==> config.mk <==
export PLATFORM = sky130hd
export DESIGN_NAME = writeback
export DESIGN_NICKNAME = d
export VERILOG_FILES = /design/src/rtl/writeback.sv
export SDC_FILE = /design/constraint.sdc
export NUM_CORES = 1
export LEC_CHECK = 0
export CAP_MARGIN = 20
export CORE_UTILIZATION = 38
export CTS_BUF_LIST = sky130_fd_sc_hd__clkbuf_4
export DETAILED_ROUTE_END_ITERATION = 8
export PLACE_DENSITY = 0.72
export SYNTH_ARGS = -nofsm -noshare
export SYNTH_HDL_FRONTEND = slang
export SYNTH_SLANG_ARGS = --single-unit
==> constraint.sdc <==
create_clock -name clk -period 2.9 [get_ports clk]
set_input_delay 0.29 -clock clk [delete_from_list [all_inputs] [get_ports clk]]
set_output_delay 0.29 -clock clk [all_outputs]
set_load 0.01 [all_outputs]
==> src/rtl/writeback.sv <==
// Writeback stage: formats load data, drives the register-file write port,
// reports traps through a RUN/FLUSH/HALT sequencer and counts retired instructions.
module writeback #(
    parameter int unsigned XLEN = 32,
    parameter int unsigned EXW  = 4
) (
    input  logic            clk,
    input  logic            reset,
    input  logic            pipeline_in_valid,
    input  logic            nop_instr_in,
    input  logic [XLEN-1:0] PC_in,
    input  logic [4:0]      opcode_in,
    input  logic [2:0]      funct_in,
    input  logic [4:0]      rd_addr_in,
    input  logic [XLEN-1:0] result_in,
    input  logic [XLEN-1:0] mem_rd_data_in,
    input  logic [1:0]      addr_lsb_in,
    input  logic [EXW-1:0]  exception_in,
    input  logic            exception_in_valid,
    input  logic            trap_ack,
    output logic            rf_wr_enable,
    output logic [4:0]      rf_wr_addr,
    output logic [XLEN-1:0] rf_wr_data,
    output logic            trap_valid,
    output logic [EXW-1:0]  trap_cause,
    output logic [XLEN-1:0] trap_pc,
    output logic            flush_out,
    output logic [63:0]     instret
);

    localparam logic [4:0] OPC_LOAD   = 5'b00000;
    localparam logic [4:0] OPC_OP_IMM = 5'b00100;
    localparam logic [4:0] OPC_AUIPC  = 5'b00101;
    localparam logic [4:0] OPC_OP     = 5'b01100;
    localparam logic [4:0] OPC_LUI    = 5'b01101;
    localparam logic [4:0] OPC_JALR   = 5'b11001;
    localparam logic [4:0] OPC_JAL    = 5'b11011;

    localparam logic [EXW-1:0] CAUSE_ILLEGAL    = EXW'(2);
    localparam logic [EXW-1:0] CAUSE_MISALIGNED = EXW'(4);

    typedef enum logic [1:0] {
        RUN   = 2'd0,
        FLUSH = 2'd1,
        HALT  = 2'd2
    } state_t;

    state_t state;
    state_t state_next;

    logic            is_load;
    logic            writes_rd;
    logic            load_illegal;
    logic            load_misaligned;
    logic            local_exc;
    logic [EXW-1:0]  local_cause;
    logic [XLEN-1:0] shifted;
    logic [XLEN-1:0] load_data;
    logic            live;
    logic            take_trap;
    logic [EXW-1:0]  cause;
    logic            retire;
    logic            wr;
    logic [XLEN-1:0] wr_data;

    // Opcode decode and load-word alignment/extension.
    always_comb begin
        is_load         = (opcode_in == OPC_LOAD);
        writes_rd       = 1'b0;
        load_illegal    = 1'b0;
        load_misaligned = 1'b0;
        shifted         = mem_rd_data_in >> {addr_lsb_in, 3'b000};
        load_data       = shifted;

        case (opcode_in)
            OPC_LOAD, OPC_OP_IMM, OPC_AUIPC, OPC_OP,
            OPC_LUI, OPC_JALR, OPC_JAL: writes_rd = 1'b1;
            default:                    writes_rd = 1'b0;
        endcase

        case (funct_in)
            3'b000: load_data = XLEN'($signed(shifted[7:0]));
            3'b001: begin
                load_data       = XLEN'($signed(shifted[15:0]));
                load_misaligned = addr_lsb_in[0];
            end
            3'b010: begin
                load_data       = XLEN'($signed(shifted[31:0]));
                load_misaligned = (addr_lsb_in != 2'b00);
            end
            3'b100: load_data = XLEN'(shifted[7:0]);
            3'b101: begin
                load_data       = XLEN'(shifted[15:0]);
                load_misaligned = addr_lsb_in[0];
            end
            default: load_illegal = 1'b1;
        endcase

        local_exc   = is_load && (load_illegal || load_misaligned);
        local_cause = load_illegal ? CAUSE_ILLEGAL : CAUSE_MISALIGNED;
    end

    // Slot qualification; an upstream exception outranks a locally detected one.
    always_comb begin
        live      = pipeline_in_valid && !nop_instr_in && (state == RUN);
        cause     = exception_in_valid ? exception_in : local_cause;
        take_trap = live && (exception_in_valid || local_exc);
        retire    = live && !(exception_in_valid || local_exc);
        wr        = retire && writes_rd && (rd_addr_in != 5'd0);
        wr_data   = is_load ? load_data : result_in;
    end

    // Trap sequencer next state.
    always_comb begin
        state_next = state;
        case (state)
            RUN:     if (take_trap) state_next = FLUSH;
            FLUSH:   state_next = HALT;
            HALT:    if (trap_ack) state_next = RUN;
            default: state_next = RUN;
        endcase
    end

    always_ff @(posedge clk or negedge reset) begin
        if (!reset) begin
            state <= RUN;
        end else begin
            state <= state_next;
        end
    end

    // Registered write port, trap report, flush and retire counter.
    always_ff @(posedge clk or negedge reset) begin
        if (!reset) begin
            rf_wr_enable <= 1'b0;
            rf_wr_addr   <= 5'd0;
            rf_wr_data   <= '0;
            trap_valid   <= 1'b0;
            trap_cause   <= '0;
            trap_pc      <= '0;
            flush_out    <= 1'b0;
            instret      <= 64'd0;
        end else begin
            rf_wr_enable <= wr;
            if (wr) begin
                rf_wr_addr <= rd_addr_in;
                rf_wr_data <= wr_data;
            end
            flush_out <= (state_next == FLUSH);
            if (take_trap) begin
                trap_valid <= 1'b1;
                trap_cause <= cause;
                trap_pc    <= PC_in;
            end else if ((state == HALT) && trap_ack) begin
                trap_valid <= 1'b0;
            end
            // Assigned every cycle so the counter always follows its own current value.
            instret <= instret + 64'(retire);
        end
    end

endmodule

==> results.py <==
metrics = {
    "cts": {
        "cts.sinks": 142,
        "cts_inserted_buffers": 17,
        "cts_tree": "done",
        "clock_tree.root_cell": "clkbuf_4",
        "insertion_delay_ps": 550,
        "htree_levels": 4,
        "clk_pin_slew_worst_paths_ps": 140,
        "clock_path_buffers": 2,
    },
    "synthesis": {
        "synth.yosys.seq_area_share": 0.508,
        "syn_inst": 629,
        "synth_area_leaders": "dfrtp_1 51%, mux2_2 8.0%, xor2_1 4.1%, xnor2_1 3.6%, mux2_1 3.1%",
        "ys_ff_latch": 142,
        "netlist-cell-type-count": 47,
        "yosysWarnings": 0,
        "mappedNetlistNets": 752,
        "area_share_of_the_leading_cell_type_in_the_synthesized_netlist": 0.508,
        "postSynthAreaPerCell_sq_um": 11.1,
        "yosysTopAreaCell": "dfrtp_1",
        "syn-cell-area_sq_um": 7000,
    },
    "global_route": {
        "grt_antenna_before_repair": 3,
        "grt.overflow.total": 0,
        "first_global_vias": 5717,
        "grt_max_degree": 67,
        "grt_pass1_wl_um": 30400,
        "track_usage": 0.213,
    },
    "power_and_ir_drop": {
        "power.density_cell_area_nw_per_um2": 503,
        "power_frac_seq": 0.466,
        "standby_leakage_power_nw": 4.63,
        "vdd.ir_drop.worst_mv": 0.338,
        "power.share.combinational": 0.290,
        "net_sw_frac": 0.300,
        "internal_power_mw": 3.72,
        "power_switching_mw": 1.60,
        "power.share.clock": 0.245,
        "power.total_mw": 5.32,
    },
    "sta": {
        "timing_worst_slew_pin_value_ps": 682,
        "grt_setup_unrepaired": "no",
        "fin_worst_skew_ps": 26.6,
        "timing.final.hold_violations": 0,
        "setup_tns_ps": 0,
        "layout_worst_path_cycle_share": 0.947,
        "timing.final.max_slew_violations": 0,
        "final_period_minus_worst_setup_slack_ps": 2740,
        "fmax_ghz": 0.364,
        "report.final.setup_viol": 0,
        "max-slew-margin-rel": 0.545,
    },
    "route": {
        "first_pass_iters": 5,
        "detailroute.via_count": 5933,
        "metal1_wirelength_um": 8540,
        "drt-initial-drc-count": 248,
        "routed_via_density": 5.02,
        "met3_length_um": 1430,
        "wirelength_um": 20000,
        "routedWlPerCell_um": 16.9,
        "route.detailed.drc": 0,
        "wl_met2_um": 9620,
        "top_layer_used": "met4",
        "ant_nets": 0,
    },
    "worst_setup_path": {
        "critical_path_class": "reg2reg",
        "cp_data_arrival_time_ps": 3170,
        "setup.worst_path.start_class": "flop",
        "timing.critical_path.fanout_max": 3,
        "cp_data_required_time_ps": 3320,
        "end_kind": "flop",
    },
    "floorplan": {
        "ioPinCount": 261,
        "core_area_sq_um": 18000,
        "start_util": 0.388,
        "die_y_um": 138,
        "row_count": 49,
        "die-area_sq_um": 19000,
        "floorplan.die.width_um": 138,
    },
    "placement": {
        "numPlacedInstances": 1142,
        "place.port_buffers": 260,
        "place_congestion": 0.865,
        "post-dp-hpwl_um": 14800,
    },
    "cells_and_area": {
        "count_of_placed_standard_cells_in_the_final_layout_fillers_left_out": 1183,
        "drive_above_1_share": 0.179,
        "fin_nets": 1061,
        "layout.filler_cells": 1560,
        "layout-area-overhead-vs-synth_pct": 51.2,
    },
    "run_status": {
        "outcome": "finished, final reports clean",
    },
    "worst_hold_path": {
        "worst_hold_path_type": "in2async",
    },
    "job": {
        "maxCapViolations": 0,
    },
}
-- per-layer routing --
layer | global-route usage | vias up
met5 | 0 | -
met3 | 0.0600 | 27
met1 | 0.268 | 2854
li1 | - | 2853
met4 | 0.0781 | 0
met2 | 0.346 | 199
-- stage by stage --
| stage | utilization | worst slack [ps] | hold WS [ps] | instance area (sq um) |
|---|---|---|---|---|
| finish | 0.587 | 155 | 288 | 10600 |
| global route | 0.587 | 18.6 | 268 | 10600 |
| CTS | 0.582 | -7.29 | 261 | 10500 |
| detailed placement | 0.563 | -395 | 332 | 10200 |
| global placement | 0.563 | -372 | 335 | 10200 |
| floorplan | - | 15.6 | -5.59 | 7010 |
-- cells in the final DEF (no fill, tap or decap), drive strengths merged, types with 2 or more instances in the layout --
master	instances
nand3	25
diode	3
a2bb2oi	7
nand4	30
xnor2	29
and3	5
or2	2
nand2b	2
clkbuf	18
ha	2
nand2	39
xor2	33
buf	55
dfrtp	142
or4	3
nand3b	3
and2	4
a211oi	9
and4	4
inv	29
clkinvlp	4
mux2	79
o21a	2
a21oi	25
nor4b	2
nor3	19
o21ai	21
mux2i	18
nor4	5
nor2	51
nor2b	13
nand4b	2
clkdlybuf4s50	259
-- timing repair --
action,CTS,global route
resized for setup,7,10
gates cloned,0,0
hold buffers,1,0
endpoints found under the setup margin,19,32
endpoints found under the hold margin,62,0
setup buffers,0,5
pin swaps,0,2
-- critical path, stage by stage (launching register included) --
cell and delay, ps:
dfrtp_1 430, nor4b_2 280, buf_4 150, nor2b_2 150
nor2b_4 160, ha_2 210, ha_4 150, inv_1 50
or4_1 570, nor3_2 190, nand4_1 140, xnor2_1 150
-- Yosys cell counts (all sizes together) --
master   instances
dfrtp          142
mux2            79
nor2            51
nand2           39
xor2            33
nand4           30
xnor2           29
a21oi           25
nand3           25
inv             21
o21ai           21
nor3            19
mux2i           18
buf             14
nor2b           13
clkbuf          11
a211oi           9
a2bb2oi          7
and3             5
nor4             5
and2             4
and4             4
nand3b           3
or4              3
ha               2
nand2b           2
nand4b           2
nor4b            2
o21a             2
or2              2
a21o             1
a221oi           1
a31oi            1
a41oi            1
mux4             1
or3              1
or3b             1
-- power by group through the flow --
stage	Combinational (mW)	Clock [mW]	Sequential, mW
after global routing	1.66	1.44	2.52
after global placement	1.53	0	2.50
after CTS	1.54	1.35	2.48
after detailed placement	1.53	0	2.52
final	1.54	1.30	2.48
after floorplan	0.400	0	2.64
-- cell type report --
class	count	area, sq um	share of cell area
Multi-Input combinational cell	441	3300	0.312
Sequential cell	142	3550	0.336
Clock buffer	18	135	0.0128
Antenna cell	3	7.51	0.000710
Tap cell	229	287	0.0271
Clock inverter	14	149	0.0141
Timing Repair Buffer	315	3070	0.290
Inverter	21	78.8	0.00745
-- cell families (layout without fill, tap and decap cells) --
| kind of cell | Yosys count | after routing | share of synthesized area |
|---|---|---|---|
| simple gates | 211 | 211 | 0.154 |
| flops | 142 | 142 | 0.508 |
| mux | 98 | 98 | 0.162 |
| compound gates | 68 | 68 | 0.0606 |
| xor+xnor | 62 | 62 | 0.0776 |
| buf+inv | 46 | 368 | 0.0349 |
| fa+ha+maj | 2 | 2 | 0.00358 |
| other cells | 0 | 3 | 0 |
-- flip-flops by register name, summed over array words and instances, names as in the netlist --
name          count
instret          64
rf_wr_data       32
trap_pc          32
rf_wr_addr        5
trap_cause        4
state             2
flush_out         1
rf_wr_enable      1
trap_valid        1
-- worst paths after layout --
path | cells past startpoint | slack, ps | to | startpoint
setup / recovery | 11 | 160 | instret[24]$_DFF_PN0_ | state[1]$_DFF_PN0_
hold / removal | 2 | 290 | trap_pc[17]$_DFFE_PN0P_ | reset
setup reg to reg | 11 | 160 | instret[24]$_DFF_PN0_ | state[1]$_DFF_PN0_
hold reg to reg | 1 | 500 | trap_pc[24]$_DFFE_PN0P_ | trap_pc[24]$_DFFE_PN0P_
max in group asynchronous | 3 | 1810 | instret[7]$_DFF_PN0_ | reset
min in group clk | 3 | 330 | trap_cause[0]$_DFFE_PN0P_ | exception_in[0]
Note: power is estimated with default switching activity, not from simulation.
